**src/rtl/fir_pkg.sv**
```systemverilog
// rtl/fir_pkg.sv - shared states, bank codes and switch decode for the FIR mode controller
package fir_pkg;

    typedef enum logic [2:0] {
        BYPASS,
        MUTE_IN,
        LOAD,
        FLUSH,
        RUN
    } fir_state_t;

    localparam logic [1:0] BANK_LPF = 2'd0;
    localparam logic [1:0] BANK_HPF = 2'd1;
    localparam logic [1:0] BANK_BPF = 2'd2;
    localparam logic [1:0] BANK_BSF = 2'd3;

    localparam logic [3:0] SW_LPF = 4'b0001;
    localparam logic [3:0] SW_HPF = 4'b0010;
    localparam logic [3:0] SW_BPF = 4'b0100;
    localparam logic [3:0] SW_BSF = 4'b1000;

    typedef struct packed {
        logic       filt;
        logic [1:0] bank;
    } fir_mode_t;

    localparam fir_mode_t MODE_BYPASS = '{filt: 1'b0, bank: 2'd0};

    // Anything that is not exactly one-hot selects bypass.
    function automatic fir_mode_t decode_switch(input logic [3:0] sw);
        fir_mode_t m;
        m = MODE_BYPASS;
        case (sw)
            SW_LPF:  m = '{filt: 1'b1, bank: BANK_LPF};
            SW_HPF:  m = '{filt: 1'b1, bank: BANK_HPF};
            SW_BPF:  m = '{filt: 1'b1, bank: BANK_BPF};
            SW_BSF:  m = '{filt: 1'b1, bank: BANK_BSF};
            default: m = MODE_BYPASS;
        endcase
        return m;
    endfunction

endpackage

```
**src/rtl/fir_mode_ctrl_if.sv**
```systemverilog
// rtl/fir_mode_ctrl_if.sv - stable switch bus from the debounce block to the mode FSM
interface fir_mode_ctrl_if;
    logic [3:0] sw_stable;

    modport master (output sw_stable);
    modport slave  (input  sw_stable);
endinterface

```
**src/rtl/switch_debounce.sv**
```systemverilog
// rtl/switch_debounce.sv - 2-flop switch synchroniser; debounce filter under FIR_CTRL_DEBOUNCE_EN
module switch_debounce
`ifdef FIR_CTRL_DEBOUNCE_EN
#(
    parameter int DEBOUNCE_CYCLES = 122880
)
`endif
(
    input  logic            MCLK,
    input  logic            RESET_N,
    input  logic [3:0]      SWITCH,
    fir_mode_ctrl_if.master sw_bus
);

    logic [3:0] sync_q1;
    logic [3:0] sync_q2;

    always_ff @(posedge MCLK or negedge RESET_N) begin
        if (!RESET_N) begin
            sync_q1 <= 4'b0000;
            sync_q2 <= 4'b0000;
        end else begin
            sync_q1 <= SWITCH;
            sync_q2 <= sync_q1;
        end
    end

`ifdef FIR_CTRL_DEBOUNCE_EN
    localparam int               CNT_W    = $clog2(DEBOUNCE_CYCLES + 1);
    localparam logic [CNT_W-1:0] CNT_LAST = CNT_W'(DEBOUNCE_CYCLES - 1);

    logic [3:0]       cand;
    logic [3:0]       stable;
    logic [CNT_W-1:0] cnt;

    // Counter saturates at CNT_LAST; any movement of the input restarts it.
    always_ff @(posedge MCLK or negedge RESET_N) begin
        if (!RESET_N) begin
            cand   <= 4'b0000;
            stable <= 4'b0000;
            cnt    <= '0;
        end else if (sync_q2 != cand) begin
            cand <= sync_q2;
            cnt  <= '0;
        end else if (cnt == CNT_LAST) begin
            stable <= cand;
        end else begin
            cnt <= cnt + CNT_W'(1);
        end
    end

    assign sw_bus.sw_stable = stable;
`else
    assign sw_bus.sw_stable = sync_q2;
`endif

endmodule

```
**src/rtl/fir_mode_ctrl.sv**
```systemverilog
// rtl/fir_mode_ctrl.sv - FIR mode FSM: mute, coefficient load, flush; debounce via FIR_CTRL_DEBOUNCE_EN
module fir_mode_ctrl
    import fir_pkg::*;
#(
    parameter int NUM_TAPS        = 64,
    parameter int FLUSH_SAMPLES   = 68,
    parameter int DEBOUNCE_CYCLES = 122880
) (
    input  logic       MCLK,
    input  logic       RESET_N,
    input  logic [3:0] SWITCH,
    input  logic       LEFT_RX_READY,
    output logic [1:0] COEF_BANK,
    output logic [6:0] COEF_IDX,
    output logic       COEF_LOAD,
    output logic       FIR_EN,
    output logic       MUTE,
    output logic       BUSY
);

    localparam logic [6:0]      LAST_IDX   = 7'(NUM_TAPS);
    localparam int              FL_W       = $clog2(FLUSH_SAMPLES + 1);
    localparam logic [FL_W-1:0] FLUSH_LAST = FL_W'(FLUSH_SAMPLES - 1);

    fir_mode_ctrl_if sw_bus ();

`ifdef FIR_CTRL_DEBOUNCE_EN
    switch_debounce #(.DEBOUNCE_CYCLES(DEBOUNCE_CYCLES)) u_debounce (
        .MCLK    (MCLK),
        .RESET_N (RESET_N),
        .SWITCH  (SWITCH),
        .sw_bus  (sw_bus)
    );
`else
    switch_debounce u_debounce (
        .MCLK    (MCLK),
        .RESET_N (RESET_N),
        .SWITCH  (SWITCH),
        .sw_bus  (sw_bus)
    );
`endif

    fir_mode_t  target;
    fir_mode_t  active;
    fir_state_t state;
    logic       mute_armed;
    logic [FL_W-1:0] flush_cnt;

    assign target = decode_switch(sw_bus.sw_stable);

    always_ff @(posedge MCLK or negedge RESET_N) begin
        if (!RESET_N) begin
            state      <= BYPASS;
            active     <= MODE_BYPASS;
            mute_armed <= 1'b0;
            flush_cnt  <= '0;
            COEF_BANK  <= 2'd0;
            COEF_IDX   <= 7'd0;
            COEF_LOAD  <= 1'b0;
            FIR_EN     <= 1'b0;
            MUTE       <= 1'b0;
            BUSY       <= 1'b0;
        end else begin
            case (state)
                BYPASS, RUN: begin
                    if (target != active) begin
                        state      <= MUTE_IN;
                        MUTE       <= 1'b1;
                        BUSY       <= 1'b1;
                        mute_armed <= 1'b0;
                    end
                end

                // The strobe in the first MUTE_IN cycle may belong to a sample
                // that left unmuted, so only later strobes count.
                MUTE_IN: begin
                    mute_armed <= 1'b1;
                    if (mute_armed && LEFT_RX_READY) begin
                        if (target.filt) begin
                            state     <= LOAD;
                            active    <= target;
                            COEF_BANK <= target.bank;
                            COEF_IDX  <= 7'd0;
                            COEF_LOAD <= 1'b1;
                            FIR_EN    <= 1'b1;
                        end else begin
                            state  <= BYPASS;
                            active <= MODE_BYPASS;
                            FIR_EN <= 1'b0;
                            MUTE   <= 1'b0;
                            BUSY   <= 1'b0;
                        end
                    end
                end

                LOAD: begin
                    if (COEF_IDX == LAST_IDX) begin
                        if (target == active) begin
                            state     <= FLUSH;
                            COEF_LOAD <= 1'b0;
                            flush_cnt <= '0;
                        end else if (target.filt) begin
                            active    <= target;
                            COEF_BANK <= target.bank;
                            COEF_IDX  <= 7'd0;
                        end else begin
                            state     <= BYPASS;
                            active    <= MODE_BYPASS;
                            COEF_LOAD <= 1'b0;
                            FIR_EN    <= 1'b0;
                            MUTE      <= 1'b0;
                            BUSY      <= 1'b0;
                        end
                    end else begin
                        COEF_IDX <= COEF_IDX + 7'd1;
                    end
                end

                FLUSH: begin
                    if (target != active) begin
                        flush_cnt <= '0;
                        if (target.filt) begin
                            state     <= LOAD;
                            active    <= target;
                            COEF_BANK <= target.bank;
                            COEF_IDX  <= 7'd0;
                            COEF_LOAD <= 1'b1;
                        end else begin
                            state  <= BYPASS;
                            active <= MODE_BYPASS;
                            FIR_EN <= 1'b0;
                            MUTE   <= 1'b0;
                            BUSY   <= 1'b0;
                        end
                    end else if (LEFT_RX_READY) begin
                        if (flush_cnt == FLUSH_LAST) begin
                            state     <= RUN;
                            flush_cnt <= '0;
                            MUTE      <= 1'b0;
                            BUSY      <= 1'b0;
                        end else begin
                            flush_cnt <= flush_cnt + FL_W'(1);
                        end
                    end
                end

                default: state <= BYPASS;
            endcase
        end
    end

endmodule
```
**config.mk**
```make
export PLATFORM = sky130hd
export DESIGN_NAME = fir_mode_ctrl
export DESIGN_NICKNAME = d
export VERILOG_FILES = /design/src/rtl/fir_pkg.sv /design/src/rtl/fir_mode_ctrl_if.sv /design/src/rtl/switch_debounce.sv /design/src/rtl/fir_mode_ctrl.sv
export SDC_FILE = /design/constraint.sdc
export NUM_CORES = 1
export LEC_CHECK = 0
export ABC_AREA = 1
export CORE_ASPECT_RATIO = 0.75
export CORE_MARGIN = 2
export CORE_UTILIZATION = 57
export DETAILED_ROUTE_END_ITERATION = 12
export MAX_ROUTING_LAYER = met4
export PLACE_DENSITY = 0.82
export SLEW_MARGIN = 20
export SYNTH_ARGS = -nofsm -noshare
export SYNTH_HDL_FRONTEND = slang
export SYNTH_SLANG_ARGS = --single-unit
```
**constraint.sdc**
```tcl
create_clock -name MCLK -period 2.1 [get_ports MCLK]
set_clock_uncertainty 0.1 [all_clocks]
set_input_delay 0.42 -clock MCLK [delete_from_list [all_inputs] [get_ports MCLK]]
set_output_delay 0.42 -clock MCLK [all_outputs]
set_load 0.01 [all_outputs]
```
Word-level counts from Yosys, hierarchy flattened
Cells that the tools add are included.
- reduce and logical (&&, ||, !) cells: 14
- eq/ne operators: 22
- mux-type cells: 66
- $add $sub $neg: 2
- operators with widths (kind ; number):
    2-to-1 mux 7 bit ; 10
    2-to-1 mux 3 bit ; 13
    2-to-1 mux 1 bit ; 26
    case mux 3 bit (4 select lines) ; 2
    case mux 7 bit (3 select lines) ; 1
    adder 7 x 1 -> 7 bit (second input constant) ; 2
    == test 7 bit (second input constant) ; 2
    case mux 7 bit (2 select lines) ; 1
    2-to-1 mux 2 bit ; 6
    inequality test 2 bit (second input constant) ; 6
    inequality test 3 bit (second input constant) ; 4
    AND reduction 5 bit ; 2
    case mux 3 bit (3 select lines) ; 1
    case mux 1 bit (4 select lines) ; 2
    AND reduction 4 bit ; 2
    AND reduction 7 bit ; 1
    == test 3 x 2 -> 1 bit (second input constant) ; 2
    case mux 1 bit (3 select lines) ; 2
    case mux 2 bit (3 select lines) ; 1
    AND reduction 6 bit ; 1
    == test 4 x 1 -> 1 bit (second input constant) ; 1
    == test 4 x 2 -> 1 bit (second input constant) ; 1
    == test 4 x 3 -> 1 bit (second input constant) ; 1
    == test 4 bit (second input constant) ; 1
    other kinds (12) ; 13
- bits of input ports: 7
- logic and storage cells: 117
- output and inout port bits: 13
- register bits after elaboration: 35

Logic depth before layout (Yosys ltp)
Gate-level depths: netlist of the first run.
- depth after elaboration: 6
- gate-level depth with buffers: 15
- depth with buffers taken out: 15

By module
A second synthesis of the first run with hierarchy kept.
- cells, all modules: 257
- area total of the unflattened synthesis: 2100.8 sq um
- modules (own cells, without submodules) (module ; cells each ; area an instance (sq um) ; times used ; sequential area each (sq um)):
    fir_mode_ctrl ; 249 ; 1900.6 ; 1 ; 675.6
    switch_debounce ; 8 ; 200.2 ; 1 ; 200.2

Worst setup path after synthesis of the first run
OpenSTA, ideal clock, no wires.
- path kind: reg-to-reg
- start point: reg COEF_IDX[1]
- end point: reg COEF_BANK[0]
- period minus slack after synthesis: 1.757 ns
- setup slack: 0.343 ns
- data arrival time: 1.592 ns
- library setup time: 0.065 ns
- path buffers: 1
- cell stages (with the launch flop): 10
- data required time: 1.935 ns
- cell sequence: dfrtp_1 -> inv_1 -> ha_1 -> nand4_1 -> nand2_1 -> buf_6 -> inv_2 -> nor3_4 -> nand2_1 -> nand2_1
- word-level cells in the longest chain between the ends: 3
- ends and longest elaborated chain (what ; line ; text):
    start, declared ; fir_mode_ctrl.sv:14 ; output logic [6:0] COEF_IDX,
    start signal, assigned ; fir_mode_ctrl.sv:115 ; COEF_IDX <= COEF_IDX + 7'd1;
    == test 7 bit ; fir_mode_ctrl.sv:97 ; if (COEF_IDX == LAST_IDX) begin
    inequality test 2 bit (no source line) ; - ;
    AND reduction 5 bit (no source line) ; - ;
    end signal, assigned ; fir_mode_ctrl.sv:82 ; COEF_BANK <= target.bank;
    end signal, assigned ; fir_mode_ctrl.sv:104 ; COEF_BANK <= target.bank;
    end signal, assigned ; fir_mode_ctrl.sv:125 ; COEF_BANK <= target.bank;
    end, declared ; fir_mode_ctrl.sv:13 ; output logic [1:0] COEF_BANK,
No other way between the ends.
A chain may end at the register's enable or synchronous reset.

Final worst setup path of the first run
- start point: reg u_debounce.sync_q2[0], in the netlist u_debounce.sw_bus.sw_stable[0]
- end point: reg COEF_IDX[5]
- word-level cells in the longest chain between the ends: 6
- elaborated cells between the ends (all ways): 16
- ends and longest elaborated chain (what ; line ; text):
    start, declared ; switch_debounce.sv:16 ; logic [3:0] sync_q2;
    start signal, assigned ; switch_debounce.sv:24 ; sync_q2 <= sync_q1;
    == test 4 bit (tied with other cells) ; fir_pkg.sv:33 ; case (sw)
    case mux 3 bit (4 select lines) * ; fir_pkg.sv:33 ;
    2-to-1 mux 7 bit (3 in a row) ; - ;
    case mux 7 bit (3 select lines) ; - ;
Every way passes the cells marked *; elsewhere a longest branch is shown, timed or not. The select of a mux whose other input is x is not followed.

==> results.json, run 1 <==
{
  "setup.worst_path.end_class": "flip-flop",
  "drive_gt1_share_pct": 18.79,
  "placed_cells": 338,
  "root_buffer": "clkbuf_8",
  "via_count": 1750,
  "worstPathBufferInverterCount": 3,
  "synth_area_per_cell_um2": 7.927,
  "setup_tns_ns": 0,
  "wl_met2_um": 2016,
  "die_h_um": 56.58,
  "overflow": 0,
  "cts_tree": "yes",
  "routed_wl_um": 4381,
  "final_cells": 350,
  "clock-sinks": 35,
  "fin_nets": 307,
  "cp.required_ns": 2.16,
  "grtUsageTotal_pct": 23.82,
  "status": "finished, final reports clean",
  "gp_congestion": 0.9481,
  "ys_types": 29,
  "clk_pin_slew_worst_paths_ns": 0.08,
  "ys_warn_count": 0,
  "io_buffers": 19,
  "drt-initial-drc-count": 163,
  "numCtsBuffers": 5,
  "syn-cell-area_um2": 2101,
  "dp.final_hpwl_um": 3050,
  "netlist_instances": 265,
  "finalPower_mw": 3.191,
  "htree_levels": 2,
  "clkLatencyLatePin_ns": 0.29,
  "layout_common_cells": "76 x nand2_1, 35 x dfrtp_1, 34 x inv_1",
  "ant_nets": 0,
  "period_share_pct": 95.29,
  "ys_seq_area_share_pct": 41.69,
  "drc": 0,
  "critPathSlowestCell": "dfrtp_1",
  "path_class": "flip-flop to flip-flop",
  "min_period_ns": 2.001,
  "r2r-end": "COEF_IDX[5]$_DFFE_PN0P_",
  "cp_top_family": "simple AND/OR/NAND/NOR gates",
  "drt_first_pass_iters": 4,
  "routedWlPerCell_um": 12.52,
  "core-area_um2": 3590,
  "die-area_um2": 4192,
  "grt_pass1_vias": 1692,
  "irDropWorstVdd_mv": 1.055,
  "area_growth_pct": 21.68,
  "maxCapViolations": 0,
  "rows": 19,
  "grt_pass1_wl_um": 7472,
  "ys_ff_latch": 35,
  "reg2reg_slack_ns": 0.1,
  "drt-vias-per-instance": 5.000,
  "critPathMaxStageDelay_ns": 0.43,
  "slew_viol_final": 0,
  "wl_met1_um": 2065,
  "min_path_cells": 0,
  "hold_viol_final": 0,
  "setup_violations": 0,
  "worstHoldEndpoint": "u_debounce.sw_bus.sw_stable[0]$_DFF_PN0_",
  "antenna_found_initial": 0,
  "holdBufCountCts": 0,
  "startpoint_type": "flip-flop",
  "fmax_ghz": 0.4997,
  "power.leakage_nw": 1.278,
  "dr_wl_met3_um": 248,
  "initial_core_util_pct": 58.52,
  "antenna_cells": 0,
  "relSlewSlack_pct": 70.47,
  "worstHoldStart": "u_debounce.sync_q1[0]$_DFF_PN0_",
  "grt_max_degree": 36,
  "rr_worst_depth": 13,
  "ioPinCount": 20,
  "synth_nets": 275,
  "cp.arrival_ns": 2.06,
  "worst_pin_slew_ns": 0.4430,
  "highest_layer": "met4",
  "die_x_um": 74.10,
  "cp_max_fo": 7,
  "r2r_start": "u_debounce.sw_bus.sw_stable[0]$_DFF_PN0_",
  "path_cells": "nor2_2 > nand3_2 > buf_4 > nand3_1 > nand2_1 > inv_2 > nand2_4 > inv_2 > nand2_4 > nand2_8 > nor2_8 > o21ai_1 > o21ai_0",
  "clock_path_buffers": 2,
  "layout_commonest_cell": "nand2_1",
  "hp-class": "flip-flop to flip-flop",
  "power.density_nw_per_um2": 1248
}
worst register-to-register path, stage by stage, from the launching register on:
cell and delay [ns]:
dfrtp_1 0.43, nor2_2 0.16, nand3_2 0.14, buf_4 0.17, nand3_1 0.05, nand2_1 0.07, inv_2 0.11, nand2_4 0.09
inv_2 0.10, nand2_4 0.08, nand2_8 0.11, nor2_8 0.06, o21ai_1 0.08, o21ai_0 0.12
cells by family (layout without fill, tap and decap cells):
logic type,Yosys count,in the layout,share of synthesized area (%)
adder cells (fa/ha/maj),3,3,1.787
AND/OR/NAND/NOR,160,161,41.10
buffers and inverters,43,75,8.160
XOR/XNOR,4,4,1.667
flip-flops,35,35,41.69
AO/OA/AOI/OAI,20,20,5.598
flip-flops by register name, summed over array words and instances, names as in the netlist:
register	count
BUSY	1
COEF_BANK	2
COEF_IDX	7
COEF_LOAD	1
FIR_EN	1
MUTE	1
active	3
flush_cnt	7
mute_armed	1
state	3
u_debounce.sw_bus.sw_stable	4
u_debounce.sync_q1	4
cell usage after synthesis (all sizes together):
library cell	n	area, um^2
o211ai	3	22.52
a22oi	4	30.03
nor3b	1	7.510
nor3	9	61.31
ha	3	37.54
o21ai	7	35.03
buf	1	11.26
nand3b	1	7.510
a21oi	6	30.03
nand3	26	157.7
inv	42	160.2
dfrtp	35	875.8
nand2	91	404.1
nand4	5	37.53
xor2	4	35.03
nor2	27	187.7
per-stage QoR:
stage | setup WS (ns) | hold WS, ns | cell area, um^2 | util, %
after floorplan | 0.3428 | 0.02441 | 2101 | -
after global placement | 0.1963 | 0.2342 | 2367 | 65.95
after detailed placement | 0.1345 | 0.2347 | 2367 | 65.95
after CTS | 0.1198 | 0.2524 | 2504 | 69.75
after global routing | -0.009071 | 0.2594 | 2556 | 71.21
final | 0.09888 | 0.2529 | 2556 | 71.21
repair_timing:
action                                  CTS  global route
endpoints found under the setup margin    0            12
gates resized for setup                   0             5
setup buffers                             0             3
worst max-delay path by stage:
stage / end / from / slack [ns] / cells past startpoint
CTS: COEF_BANK[1]$_DFFE_PN0P_ / u_debounce.sw_bus.sw_stable[1]$_DFF_PN0_ / 0.12 / 14
finish: COEF_IDX[5]$_DFFE_PN0P_ / u_debounce.sw_bus.sw_stable[0]$_DFF_PN0_ / 0.1 / 13
floorplan: COEF_BANK[0]$_DFFE_PN0P_ / COEF_IDX[1]$_DFFE_PN0P_ / 0.34 / 9
detailed placement: COEF_BANK[1]$_DFFE_PN0P_ / u_debounce.sw_bus.sw_stable[1]$_DFF_PN0_ / 0.13 / 14
global route: COEF_IDX[6]$_DFFE_PN0P_ / state[2]$_DFFE_PN0P_ / -0.009 / 8
global placement: active[2]$_DFFE_PN0P_ / LEFT_RX_READY / 0.20 / 8
per-layer routing:
metal,track usage [%],vias to the layer above
met2,35.46,52
met5,-,-
met3,5.386,7
li1,-,900
met1,32.71,791
met4,7.013,0
where the power goes:
part           leakage, nW  switching [mW]  internal (mW)
clock network       0.0644           0.266          0.474
logic                0.765           0.893          0.586
registers            0.449           0.140          0.833
total                 1.28            1.30           1.89
layout make-up:
type                    instances  area [um^2]
fillers                       290         1033
well taps                      52        65.06
multi-input cells             188         1084
clock inverters                 3        67.56
flip-flops and latches         35        875.8
inverters                      42        160.2
repair buffers                 25        235.2
clock buffers                   5        68.82
Note: power is estimated with default switching activity, not from simulation.
==> inputs of run 2 (changes only) <==
HOLD_SLACK_MARGIN = 0.12   (was not set)
==> results of run 2 <==
No change in the layout: final DEF, timing and power equal those of run 1.
